==> config.mk <==
export PLATFORM = sky130hd
export DESIGN_NAME = regfile_wb_arbiter_flat
export DESIGN_NICKNAME = d
export VERILOG_FILES = /design/src/rtl/regfile_wb_arbiter_if.sv /design/src/rtl/regfile_wb_arbiter.sv /design/src/flat_wrapper.sv
export SDC_FILE = /design/constraint.sdc
export NUM_CORES = 1
export LEC_CHECK = 0
export ABC_AREA = 1
export BUFFER_PORTS_ARGS = -buffer_cell sky130_fd_sc_hd__buf_2
export CAP_MARGIN = 10
export CORE_MARGIN = 5
export CORE_UTILIZATION = 50
export DETAILED_ROUTE_END_ITERATION = 16
export PLACE_DENSITY_LB_ADDON = 0.2
export SYNTH_ARGS = -nofsm -noshare
export SYNTH_HDL_FRONTEND = slang
export SYNTH_SLANG_ARGS = --single-unit
==> constraint.sdc <==
create_clock -name clk -period 6.9 [get_ports clk]
set_clock_uncertainty 0.15 [all_clocks]
set_input_delay 1.035 -clock clk [delete_from_list [all_inputs] [get_ports clk]]
set_output_delay 1.035 -clock clk [all_outputs]
set_load 0.01 [all_outputs]
==> src/rtl/regfile_wb_arbiter_if.sv <==
`default_nettype none
// ============================================================================
//  Module      : regfile_wb_arbiter_if
//  Description : Bundle of the writeback arbiter's bus signals. This covers
//                pipeline writeback (A), multi-cycle result (B), the
//                register-file write port, stall and hazard signals.
//  Revision    : 1.0 - initial release
// ============================================================================
interface regfile_wb_arbiter_if;
    // Port A: pipeline writeback, never backpressured
    logic        a_we;
    logic [3:0]  a_dest;
    logic [31:0] a_data;
    // Port B: multi-cycle unit result
    logic        b_valid;
    logic [3:0]  b_dest;
    logic [31:0] b_data;
    logic        b_ready;
    // Register-file write port
    logic        wr_en;
    logic [3:0]  wr_dest;
    logic [31:0] wr_data;
    // Status
    logic        stall_req;
    logic [3:0]  fifo_count;
    // Hazard lookup against buffered results
    logic [3:0]  src1;
    logic [3:0]  src2;
    logic        hazard1;
    logic        hazard2;

    modport slave (
        input  a_we, a_dest, a_data,
        input  b_valid, b_dest, b_data,
        output b_ready,
        output wr_en, wr_dest, wr_data,
        output stall_req, fifo_count,
        input  src1, src2,
        output hazard1, hazard2
    );

    modport master (
        output a_we, a_dest, a_data,
        output b_valid, b_dest, b_data,
        input  b_ready,
        input  wr_en, wr_dest, wr_data,
        input  stall_req, fifo_count,
        output src1, src2,
        input  hazard1, hazard2
    );
endinterface
`default_nettype wire

==> src/rtl/regfile_wb_arbiter.sv <==
`default_nettype none
// ============================================================================
//  Module      : regfile_wb_arbiter
//  Description : Arbitrates one register-file write port between the pipeline
//                writeback (port A, absolute priority) and a multi-cycle unit
//                (port B). B results wait in a small FIFO. A newer A write to
//                the same register kills a buffered B entry. A head entry that
//                waits too long raises stall_req so it can drain.
//                Optional feature macro: REGFILE_WB_ARB_HAZARD_EN enables the
//                src1/src2 hazard lookup against live buffered entries.
//  Revision    : 1.0 - initial release
// ============================================================================
module regfile_wb_arbiter #(
    parameter int DEPTH        = 2,
    parameter int STARVE_LIMIT = 4
) (
    input  logic                 clk,
    input  logic                 rst,
    regfile_wb_arbiter_if.slave  bus
);

    localparam int         c_PTR_W     = (DEPTH > 1) ? $clog2(DEPTH) : 1;
    localparam int         c_AGE_W     = $clog2(STARVE_LIMIT + 1);
    localparam logic [3:0] c_DEPTH_CNT = 4'(DEPTH);
    localparam logic [c_AGE_W-1:0] c_AGE_LIMIT = c_AGE_W'(STARVE_LIMIT);

    typedef enum logic [1:0] {
        S_IDLE    = 2'd0,
        S_DRAIN   = 2'd1,
        S_STARVED = 2'd2
    } state_t;

    // FIFO storage and bookkeeping
    logic [3:0]          r_dest [DEPTH];
    logic [31:0]         r_data [DEPTH];
    logic [DEPTH-1:0]    r_kill;
    logic [c_PTR_W-1:0]  r_rd_ptr;
    logic [c_PTR_W-1:0]  r_wr_ptr;
    logic [3:0]          r_count;
    logic [c_AGE_W-1:0]  r_age;
    state_t              r_state;
    logic                r_stall;

    logic                w_b_ready;
    logic                w_push;
    logic                w_head_present;
    logic                w_head_killed;
    logic [3:0]          w_head_dest;
    logic [31:0]         w_head_data;
    logic                w_pop_live;
    logic                w_pop_kill;
    logic                w_pop;
    logic [3:0]          w_count_next;
    logic [c_AGE_W-1:0]  w_age_next;
    logic [DEPTH-1:0]    w_occ;
    logic [DEPTH-1:0]    w_live;

    // Head view: held stable while the head waits behind port A
    assign w_head_present = (r_count != 4'd0);
    assign w_head_killed  = r_kill[r_rd_ptr];
    assign w_head_dest    = r_dest[r_rd_ptr];
    assign w_head_data    = r_data[r_rd_ptr];

    // Acceptance depends only on the registered count, so a same-cycle pop
    // never opens a slot for B
    assign w_b_ready = !rst && (r_count < c_DEPTH_CNT);
    assign w_push    = bus.b_valid && w_b_ready;

    // A live head writes only when A is idle; a killed head is discarded
    // silently in any cycle
    assign w_pop_live = !rst && w_head_present && !w_head_killed && !bus.a_we;
    assign w_pop_kill = !rst && w_head_present && w_head_killed;
    assign w_pop      = w_pop_live || w_pop_kill;

    assign w_count_next = r_count + {3'b000, w_push} - {3'b000, w_pop};

    // Register-file write port: A passes straight through, otherwise the head
    assign bus.wr_en      = bus.a_we || w_pop_live;
    assign bus.wr_dest    = bus.a_we ? bus.a_dest : w_head_dest;
    assign bus.wr_data    = bus.a_we ? bus.a_data : w_head_data;
    assign bus.b_ready    = w_b_ready;
    assign bus.stall_req  = r_stall;
    assign bus.fifo_count = r_count;

    // Slot occupancy: a slot is held if its distance from the read pointer is
    // below the count. Live means held and not superseded by an A write.
    for (genvar gi = 0; gi < DEPTH; gi++) begin : g_occ
        logic [c_PTR_W-1:0] w_offset;
        assign w_offset    = c_PTR_W'(gi) - r_rd_ptr;
        assign w_occ[gi]   = (4'(w_offset) < r_count);
        assign w_live[gi]  = w_occ[gi] && !r_kill[gi];
    end

`ifdef REGFILE_WB_ARB_HAZARD_EN
    logic w_haz1;
    logic w_haz2;

    // Flag a source operand whose newest value is still waiting in the FIFO
    always_comb begin
        w_haz1 = 1'b0;
        w_haz2 = 1'b0;
        for (int i = 0; i < DEPTH; i++) begin
            if (w_live[i] && (r_dest[i] == bus.src1)) w_haz1 = 1'b1;
            if (w_live[i] && (r_dest[i] == bus.src2)) w_haz2 = 1'b1;
        end
    end

    assign bus.hazard1 = w_haz1;
    assign bus.hazard2 = w_haz2;
`else
    logic w_unused_hazard;
    assign w_unused_hazard = ^{bus.src1, bus.src2, w_live};
    assign bus.hazard1     = 1'b0;
    assign bus.hazard2     = 1'b0;
`endif

    // Head age: counts cycles a live head is left waiting, saturating
    always_comb begin
        w_age_next = r_age;
        if (!w_head_present || w_pop) begin
            w_age_next = '0;
        end else if (r_age < c_AGE_LIMIT) begin
            w_age_next = r_age + c_AGE_W'(1);
        end
    end

    // Entry storage and kill marking; a newer A write supersedes older B data
    always_ff @(posedge clk) begin
        if (rst) begin
            r_kill <= '0;
        end else begin
            if (bus.a_we) begin
                for (int i = 0; i < DEPTH; i++) begin
                    if (r_dest[i] == bus.a_dest) r_kill[i] <= 1'b1;
                end
            end
            if (w_push) begin
                r_dest[r_wr_ptr] <= bus.b_dest;
                r_data[r_wr_ptr] <= bus.b_data;
                r_kill[r_wr_ptr] <= 1'b0;
            end
        end
    end

    // Pointers, occupancy count and head age
    always_ff @(posedge clk) begin
        if (rst) begin
            r_rd_ptr <= '0;
            r_wr_ptr <= '0;
            r_count  <= 4'd0;
            r_age    <= '0;
        end else begin
            if (w_push) r_wr_ptr <= r_wr_ptr + c_PTR_W'(1);
            if (w_pop)  r_rd_ptr <= r_rd_ptr + c_PTR_W'(1);
            r_count <= w_count_next;
            r_age   <= w_age_next;
        end
    end

    // Drain state machine; stall_req is a registered decode of STARVED
    always_ff @(posedge clk) begin
        if (rst) begin
            r_state <= S_IDLE;
            r_stall <= 1'b0;
        end else begin
            case (r_state)
                S_IDLE: begin
                    if (w_count_next != 4'd0) r_state <= S_DRAIN;
                    r_stall <= 1'b0;
                end
                S_DRAIN: begin
                    if (w_count_next == 4'd0) begin
                        r_state <= S_IDLE;
                        r_stall <= 1'b0;
                    end else if (w_age_next == c_AGE_LIMIT) begin
                        r_state <= S_STARVED;
                        r_stall <= 1'b1;
                    end else begin
                        r_stall <= 1'b0;
                    end
                end
                S_STARVED: begin
                    if (w_pop) begin
                        r_state <= (w_count_next == 4'd0) ? S_IDLE : S_DRAIN;
                        r_stall <= 1'b0;
                    end else begin
                        r_stall <= 1'b1;
                    end
                end
                default: begin
                    r_state <= S_IDLE;
                    r_stall <= 1'b0;
                end
            endcase
        end
    end

endmodule
`default_nettype wire

==> src/flat_wrapper.sv <==
// flat-port wrapper written by rule: the top's interface ports become plain ports
module regfile_wb_arbiter_flat 
#(
    parameter int DEPTH        = 2,
    parameter int STARVE_LIMIT = 4
)
  (clk, rst, bus_a_we, bus_a_dest, bus_a_data, bus_b_valid, bus_b_dest, bus_b_data, bus_b_ready, bus_wr_en, bus_wr_dest, bus_wr_data, bus_stall_req, bus_fifo_count, bus_src1, bus_src2, bus_hazard1, bus_hazard2);
  regfile_wb_arbiter_if bus_i ();
  input  logic clk;
  input  logic rst;
  input wire logic [$bits(bus_i.a_we)-1:0] bus_a_we;
  input wire logic [$bits(bus_i.a_dest)-1:0] bus_a_dest;
  input wire logic [$bits(bus_i.a_data)-1:0] bus_a_data;
  input wire logic [$bits(bus_i.b_valid)-1:0] bus_b_valid;
  input wire logic [$bits(bus_i.b_dest)-1:0] bus_b_dest;
  input wire logic [$bits(bus_i.b_data)-1:0] bus_b_data;
  output wire logic [$bits(bus_i.b_ready)-1:0] bus_b_ready;
  output wire logic [$bits(bus_i.wr_en)-1:0] bus_wr_en;
  output wire logic [$bits(bus_i.wr_dest)-1:0] bus_wr_dest;
  output wire logic [$bits(bus_i.wr_data)-1:0] bus_wr_data;
  output wire logic [$bits(bus_i.stall_req)-1:0] bus_stall_req;
  output wire logic [$bits(bus_i.fifo_count)-1:0] bus_fifo_count;
  input wire logic [$bits(bus_i.src1)-1:0] bus_src1;
  input wire logic [$bits(bus_i.src2)-1:0] bus_src2;
  output wire logic [$bits(bus_i.hazard1)-1:0] bus_hazard1;
  output wire logic [$bits(bus_i.hazard2)-1:0] bus_hazard2;
  assign bus_i.a_we = bus_a_we;
  assign bus_i.a_dest = bus_a_dest;
  assign bus_i.a_data = bus_a_data;
  assign bus_i.b_valid = bus_b_valid;
  assign bus_i.b_dest = bus_b_dest;
  assign bus_i.b_data = bus_b_data;
  assign bus_b_ready = bus_i.b_ready;
  assign bus_wr_en = bus_i.wr_en;
  assign bus_wr_dest = bus_i.wr_dest;
  assign bus_wr_data = bus_i.wr_data;
  assign bus_stall_req = bus_i.stall_req;
  assign bus_fifo_count = bus_i.fifo_count;
  assign bus_i.src1 = bus_src1;
  assign bus_i.src2 = bus_src2;
  assign bus_hazard1 = bus_i.hazard1;
  assign bus_hazard2 = bus_i.hazard2;
  regfile_wb_arbiter #(.DEPTH(DEPTH), .STARVE_LIMIT(STARVE_LIMIT)) u_core (.clk(clk), .rst(rst), .bus(bus_i));
endmodule
==> results.cfg, run 1 <==
[synthesis]
avgSynthCellArea_sq_um = 10.4
ys_ff_latch = 87
netlist_area_sq_um = 3920
synth_top_cell_by_area = edfxtp_1
synth_ff_type = edfxtp_1
netlist.area_leader.share_pct = 55.2
async_flop_share_pct = 0
yosys-top-cells-area = edfxtp_1, a21oi_1, dfxtp_1
synth.most_common_cell = a21oi_1
yosysUniqueCellTypes = 33
synth_edf_count = 72
ys_seq_area_share_pct = 62.9
synth_common_cells = a21oi_1, edfxtp_1, nand2_1, nor2_1, inv_1
yosysWarnings = 0
syn_inst = 377

[worst_setup_path]
crit_chain = buf_2, clkinv_1, o21ai_0, a21oi_1, a21oi_1, buf_2
cpLargestDelayFamily = buffers and inverters
crit_buf_inv = 3
path_class = in2out
end_kind = output pin
crit_fanout = 41
start_kind = input port
cp.arrival_ns = 3.59
cpMaxStageDelayCell = clkinv_1
cpPeakStageDelay_ns = 1.18
critical_path_required_ns = 5.71

[grt]
first_global_vias = 3058
grt_pass1_wl_um = 13800
overflow = 0
antenna_found_initial = 0
grt_max_degree = 42
track_usage_pct = 17.8

[sta]
finalMaxSlewViolations = 0
setup_ws_ns = 2.13
period_share_pct = 69.2
setup_viol_count_final = 0
min_period_ns = 4.77
finalHoldViolations = 0
tightest_slew_ns = 1.18
max_freq_mhz = 210
relSlewSlack_pct = 20.9
setup-tns-final_ns = 0
rsz0062_at_grt = no

[placement]
post-place-ws_ns = 2.08
place.gp.congestion = 0.733
dp.cells = 582
portBuffers = 118
hpwl_um = 5730

[drt]
drc = 0
dr.pass1.iters = 4
routed_wirelength_um = 8630
dr.first_iter.drc_count = 132
ant_nets = 0
vias_per_cell = 4.99
dr_total_vias = 2979
post_drt_wl_per_cell_um = 14.5

[clocking]
htree_levels = 3
ctsHoldBuffers = 0
cts-root-buf = clkbuf_8
clock-sinks = 87
cts_buffers = 9
cts.repair.resized = 0
clk_latency_ns = 0.34
cts.clk_slew.worst_paths_ns = 0.09
cts_setup_buffers = 0
clockBufferDepth = 2
cts_tree = yes

[cells_and_area]
area_growth_syn_to_layout_pct = 22.9
instances_no_fill = 597
fill_cells = 675
finish.net_count = 586
drive_gt1_share_pct = 31.5
fin_util_pct = 62.6
n_antenna_cell = 0

[flow_run]
cap_violations = 0

[power]
p_leak_nw = 2.07
p_total_mw = 1.57
peakVddDrop_mv = 0.154
p_per_area_nw_per_um2 = 327

[die]
dieArea_sq_um = 9700
core_sq_um = 7690
rows = 32
initial_utilization_pct = 50.9
die_w_um = 98.5
ios = 129
die_height_um = 98.5

[hold_path]
min_path_type = reg2reg

[status]
status = finished clean
-- per-layer routing --
metal | vias to the layer above | wire, um | track usage [%]
met5 | - | 0 | 0
met1 | 1370 | 3330 | 19.9
met3 | 6 | 772 | 6.30
met2 | 97 | 4440 | 32.1
met4 | 0 | 80 | 5.04
li1 | 1506 | - | -
-- power breakdown --
group | switching, mW | leakage (nW) | internal (mW) | total (mW)
logic | 0.311 | 1.18 | 0.183 | 0.495
registers | 0.0288 | 0.779 | 0.637 | 0.666
clock network | 0.173 | 0.113 | 0.238 | 0.411
total | 0.513 | 2.07 | 1.06 | 1.57
-- layout by cell type (no fill, tap or decap), types with 2 or more instances in the layout --
master     Yosys  layout
buf_2          7     118
a21oi_1       77      77
edfxtp_1      72      72
nand2_1       60      60
nor2_1        49      47
inv_1         28      28
dfxtp_1       15      15
ha_1          10      10
clkbuf_8       0       9
nor2_2         7       7
nand3_1        7       7
nand2_2        5       5
o21ai_0        4       4
xnor2_1        4       4
inv_2          3       3
bufinv_16      0       3
clkinv_1       1       2
nand3_2        2       2
nor2_4         0       2
xor2_1         2       2
nor3b_1        2       2
conb_1         1       2
-- worst paths after layout --
check	start	endpoint	slack, ns	depth (start not counted)
setup / recovery	bus_a_we	bus_wr_dest[2]	2.13	6
hold reg to reg	u_core.r_kill[0]$_SDFF_PP0_	u_core.r_kill[0]$_SDFF_PP0_	0.32	2
setup reg to reg	u_core.bus.fifo_count[2]$_SDFF_PP0_	u_core.r_state[0]$_SDFFE_PP0P_	3.81	19
hold / removal	u_core.r_kill[0]$_SDFF_PP0_	u_core.r_kill[0]$_SDFF_PP0_	0.32	2
-- final cells by class --
cell class	instances	area [sq um]	share of cell area, %
flip-flops and latches	87	2460	51.2
clock buffers	9	124	2.58
clock inverters	6	110	2.29
well taps	102	128	2.65
inverters	32	120	2.50
multi-input cells	242	1270	26.4
repair buffers	119	598	12.4
-- state kept, by name (all words and copies together), names as in the netlist, named ones only --
name and count:
u_core.r_data 64, u_core.r_dest 8, u_core.bus.fifo_count 4, u_core.r_age 3, u_core.r_kill 2, u_core.r_state 2
u_core.bus.stall_req 1, u_core.r_rd_ptr 1, u_core.r_wr_ptr 1
-- cell families after synthesis --
group	synth area share, %
adder cells (fa/ha/maj)	3.71
AND/OR/NAND/NOR	15.0
AO/OA/AOI/OAI	11.7
other	0.0958
buffers and inverters	5.21
flip-flops	62.9
XOR/XNOR	1.34
-- tightest hold or removal path: stages (launching register included) --
cell	delay (ns)
dfxtp_1	0.32
inv_1	0.05
a211oi_1	0.06
-- stage by stage --
step	area, sq um	hold WS (ns)
CTS	4810	0.317
global route	4810	0.369
floorplan	3920	0.286
detailed placement	4580	0.301
finish	4810	0.316
global placement	4580	0.302
(Power assumes the default switching activity.)
==> run 2, diff against run 1 <==
- CORE_UTILIZATION: 50 -> 46
- clock period: 6.9 -> 3.99 ns (I/O delays scaled with it)
==> results.cfg, run 2 (synthesized netlist as in run 1, its figures left out) <==
[cells_and_area]
multiInputGateArea_sq_um = 1270
n_antenna_cell = 0
regArea_sq_um = 2460
drive_gt1_share_pct = 32.5
design_area_sq_um = 4840
finish.net_count = 591
area_growth_syn_to_layout_pct = 23.5
final_cell_mix = buf_2, a21oi_1, edfxtp_1, nand2_1, nor2_1
regMostFlops = u_core.r_data
largest_reg_flops = 64
fill_cells = 730
layout_commonest_cell = buf_2

[worst_setup_path]
start_kind = flip-flop
r2r-start = u_core.bus.fifo_count[2]$_SDFF_PP0_
ff2ff_path_depth = 19
r2r_setup_slack_ns = 0.93
r2r_end = u_core.r_state[0]$_SDFFE_PP0P_
crit_fanout = 8
critical_path_required_ns = 4.09
cp.arrival_ns = 3.16
path_class = reg2reg
end_kind = flip-flop

[clocking]
ctsHoldBuffers = 0
cts_buffers = 9
clk_latency_ns = 0.36
cts_tree = yes
cts_setup_buffers = 0
cts-root-buf = clkbuf_8
clockBufferDepth = 2
clock-sinks = 87
htree_levels = 3
cts.clk_slew.worst_paths_ns = 0.10
cts.repair.resized = 0

[placement]
placed_area_sq_um = 4620
portBuffers = 118
place.gp.congestion = 0.789
hpwl_um = 5930

[sta]
max_freq_mhz = 327
min_period_ns = 3.06
setup_viol_count_final = 0
finalMaxSlewViolations = 0
rsz0062_at_grt = no
tightest_slew_ns = 0.705
finalHoldViolations = 0
relSlewSlack_pct = 52.9
hold_slack_ns = 0.270
period_share_pct = 76.6
setup-tns-final_ns = 0

[grt]
first_global_vias = 3054
track_usage_pct = 17.6
overflow = 0
antenna_found_initial = 0
grt_pass1_wl_um = 14100
grt_max_degree = 41

[drt]
dr.first_iter.drc_count = 95
post_drt_wl_per_cell_um = 14.5
dr_total_vias = 2989
vias_per_cell = 4.93
routed_wirelength_um = 8790
ant_nets = 0
dr.pass1.iters = 4
drc = 0

[power]
p_leak_nw = 2.10
peakVddDrop_mv = 0.314
p_total_mw = 2.66
p_per_area_nw_per_um2 = 551

[status]
status = finished clean

[die]
dieArea_sq_um = 10500
die_height_um = 102
initial_utilization_pct = 47.4
die_w_um = 102
core_sq_um = 8260
ios = 129
rows = 33

[hold_path]
hold_end = u_core.r_data[0][20]$_DFFE_PP_
holdPathStages = 1
min_path_type = in2reg
hp-start = bus_b_data[20]

[flow_run]
cap_violations = 0
==> run 2: power breakdown <==
part           switching, mW  total (mW)  internal [mW]
clock network          0.349       0.658          0.309
logic                  0.536       0.857          0.321
registers             0.0496        1.15           1.10
==> run 2: through the flow <==
| stage | utilization (%) | std cells | setup slack, ns |
|---|---|---|---|
| after floorplan | - | 378 | 0.674 |
| after global placement | 55.9 | 590 | 0.863 |
| after detailed placement | 55.9 | 590 | 0.811 |
| after CTS | 58.6 | 606 | 0.921 |
| after global routing | 58.6 | 606 | 0.705 |
| final | 58.6 | 606 | 0.934 |
==> run 2: worst max-delay path by stage <==
stage                     slack [ns]  cells after the start                           startpoint                             end
after detailed placement        0.81                     18                                  rst  u_core.r_state[0]$_SDFFE_PP0P_
after floorplan                 0.67                      4                                  rst   u_core.r_data[0][0]$_DFFE_PP_
after global placement          0.86                     18                                  rst  u_core.r_state[0]$_SDFFE_PP0P_
after CTS                       0.92                     19  u_core.bus.fifo_count[2]$_SDFF_PP0_  u_core.r_state[0]$_SDFFE_PP0P_
after global routing            0.71                     19  u_core.bus.fifo_count[2]$_SDFF_PP0_  u_core.r_state[0]$_SDFFE_PP0P_
final                           0.93                     19  u_core.bus.fifo_count[2]$_SDFF_PP0_  u_core.r_state[0]$_SDFFE_PP0P_
==> run 2: per-layer routing <==
metal	track usage, %	vias to the layer above	wire length, um
met5	0	-	0
met4	4.44	0	85
met3	6.21	5	660
met2	32.5	81	4550
met1	19.1	1384	3490
li1	-	1519	-
==> run 2: area by class of cell <==
| cell class | count | area share, % |
|---|---|---|
| Timing Repair Buffer | 124 | 13.1 |
| Inverter | 32 | 2.48 |
| Multi-Input combinational cell | 242 | 26.2 |
| Tap cell | 105 | 2.72 |
| Clock buffer | 9 | 2.56 |
| Clock inverter | 7 | 1.97 |
| Sequential cell | 87 | 50.9 |
==> run 2: critical path, cell delays in order (launching register included) <==
cell and delay, ns:
dfxtp_1 0.34, inv_1 0.06, ha_1 0.26, a21oi_4 0.24, nand2_4 0.12, inv_1 0.09, ha_1 0.22, inv_1 0.06
ha_1 0.16, inv_1 0.05, fa_1 0.49, nand2_1 0.07, nor2_2 0.14, nand3_2 0.12, nand2_2 0.10, nor2_2 0.05
nor2_2 0.09, nand2_1 0.06, nand2_1 0.06, nor2_2 0.03
==> run 3, diff against run 2 <==
- ABC_AREA: 1 -> 0
- CORE_UTILIZATION: 46 -> 50
- clock period: 3.99 -> 2.93 ns (I/O delays scaled with it)
==> results.cfg, run 3 <==
[grt]
grt_max_degree = 77
grt_pass1_wl_um = 12900
antenna_found_initial = 0
first_global_vias = 2834
overflow = 0
track_usage_pct = 16.8

[clocking]
htree_levels = 3
cts.clk_slew.worst_paths_ns = 0.09
clk_latency_ns = 0.35
cts_buffers = 9
clockBufferDepth = 2
ctsHoldBuffers = 0
cts_tree = yes
clock-sinks = 87
cts-root-buf = clkbuf_8

[drt]
drc = 0
post_drt_wl_per_cell_um = 14.4
vias_per_cell = 4.96
drt-met1-wl_um = 3130
ant_nets = 0
dr.pass1.iters = 4
dr_total_vias = 2723
dr.first_iter.drc_count = 86
dr.max_layer_used = met4
wl_met3_um = 530
met2_length_um = 4090
routed_wirelength_um = 7910

[synthesis]
synth_ff_type = edfxtp_1
synth_common_cells = edfxtp_1, mux2i_1, nand2_1, o21ai_0, dfxtp_1
synth_edf_count = 72
synth_top_family_by_area = multiplexers
yosysWarnings = 0
async_flop_share_pct = 0
synthXorXnorAreaFrac_pct = 3.15
syn_inst = 301
ys_ff_latch = 87
yosys-top-cells-area = edfxtp_1, mux2i_1, dfxtp_1
yosysUniqueCellTypes = 38
synthAdderAreaFrac_pct = 3.73
netlist_area_sq_um = 3890
synth-compound-area-share_pct = 7.50
ys_seq_area_share_pct = 63.3
synthSimpleGateAreaFrac_pct = 9.33
avgSynthCellArea_sq_um = 12.9
netlist.area_leader.share_pct = 55.6
synth.most_common_cell = edfxtp_1
synth_top_cell_by_area = edfxtp_1
synthMuxAreaShare_pct = 10.0

[die]
die_height_um = 98.2
initial_utilization_pct = 50.8
dieArea_sq_um = 9640
ios = 129
die_w_um = 98.2
rows = 32
core_sq_um = 7650

[flow_run]
cap_violations = 0

[power]
p_leak_nw = 2.02
comb_power_share_pct = 38.0
pwr-share-clk_pct = 21.2
sw_frac_of_total_pct = 31.6
peakVddDrop_mv = 0.348
p_seq_share_pct = 40.8
p_int_mw = 2.63
p_per_area_nw_per_um2 = 763
power.switching_mw = 1.21

[cells_and_area]
instances_no_fill = 549
area_growth_syn_to_layout_pct = 29.7
finish.net_count = 537
n_antenna_cell = 0
final_cell_mix = buf_2, edfxtp_1, mux2i_1, nand2_1, o21ai_0
drive_gt1_share_pct = 40.7
regMostFlops = u_core.r_data
layout_commonest_cell = buf_2
largest_reg_flops = 64

[placement]
hpwl_um = 5650
place.gp.congestion = 0.781
post-place-ws_ns = -0.354
dp.cells = 527
portBuffers = 118

[sta]
finalMaxSlewViolations = 0
period_share_pct = 111
tightest_slew_ns = 0.628
setup_ws_ns = -0.323
finalHoldViolations = 0
setup_viol_count_final = 3
min_period_ns = 3.25
max_freq_mhz = 307
relSlewSlack_pct = 58.1
rsz0062_at_grt = yes

[worst_setup_path]
crit_start = u_core.bus.fifo_count[2]$_SDFF_PP0_
cp.arrival_ns = 3.36
start_kind = flip-flop
end_kind = flip-flop
critical_path_required_ns = 3.04
r2r-start = u_core.bus.fifo_count[2]$_SDFF_PP0_
path_class = reg2reg
crit_fanout = 2

[status]
status = finished, violations left
violations = setup timing

[hold_path]
min_path_type = in2reg
hp-start = bus_b_data[12]
## run 3: changes by cell type after synthesis, moves of 4 or more
cell,delta
a21oi_1,-75
nor2_1,-40
mux2i_1,+39
o21ai_0,+33
nand2_1,-22
inv_1,-18
nor2_2,-7
xor2_1,+7
clkbuf_1,+6
nand2_2,-5
nand3_1,-5
nor3_1,+5
buf_2,-4
nand2b_1,+4
## run 3: final timing paths
path	end	slack [ns]	depth (start not counted)
setup / recovery	u_core.r_state[1]$_SDFFE_PP0P_	-0.32	14
hold / removal	u_core.r_data[1][12]$_DFFE_PP_	0.12	1
setup reg to reg	u_core.r_state[1]$_SDFFE_PP0P_	-0.32	14
hold reg to reg	u_core.r_state[0]$_SDFFE_PP0P_	0.38	2
## run 3: repair_timing
| action | in CTS | in global routing |
|---|---|---|
| pin swaps | 2 | 2 |
| endpoints found under the hold margin | 0 | 0 |
| setup buffers | 4 | 2 |
| endpoints found under the setup margin | 3 | 3 |
| gates resized for setup | 8 | 1 |
## run 3: per-layer routing
| layer | vias up | GRT usage [%] |
|---|---|---|
| met5 | - | 0 |
| met4 | 0 | 8.19 |
| met3 | 16 | 4.64 |
| met2 | 75 | 29.2 |
| met1 | 1266 | 19.1 |
| li1 | 1366 | - |
## run 3: area by class of cell
class / count / area (sq um)
multi-input cells: 189 / 1400
well taps: 102 / 128
clock buffers: 9 / 124
clock inverters: 7 / 72.6
inverters: 10 / 37.5
fillers: 583 / 2610
repair buffers: 145 / 818
flip-flops and latches: 87 / 2470
## run 3: cell families after synthesis
kind of cell               count (synthesis)
muxes                                     39
AOI/OAI and AO/OA                         48
xor gates and xnor gates                  14
DFF                                       87
adders and majority gates                 11
buffers and inverters                     26
and+or+nand+nor                           75
other                                      1
## run 3: per-stage QoR
step                      util (%)  power, mW  instance area, sq um  hold slack [ns]  setup TNS, ns
final                         65.9       3.85                  5040            0.122         -0.717
after global routing          65.9       4.07                  5040           0.0961          -1.12
after CTS                     65.7       3.86                  5030            0.101         -0.646
after detailed placement      62.3       2.92                  4760            0.376         -0.771
after global placement        62.3       2.87                  4760            0.360         -0.551
after floorplan                  -       2.44                  3930            0.333         -0.738
## run 3: power by group through the flow
stage / combinational, mW / sequential [mW] / clock, mW
2_1_floorplan: 0.837 / 1.60 / 0
3_3_place_gp: 1.28 / 1.59 / 0
3_5_place_dp: 1.32 / 1.60 / 0
4_1_cts: 1.45 / 1.57 / 0.841
5_1_grt: 1.59 / 1.58 / 0.893
6_report: 1.46 / 1.57 / 0.815
## run 3: critical path: stages (launching register included)
cell,delay (ns)
dfxtp_2,0.33
inv_2,0.07
ha_4,0.13
nor3b_4,0.24
a211oi_4,0.05
ha_1,0.30
inv_1,0.07
ha_2,0.19
inv_2,0.04
fa_2,0.44
and3b_1,0.18
and4_1,0.20
or2_1,0.22
o311a_1,0.37
o32ai_2,0.19
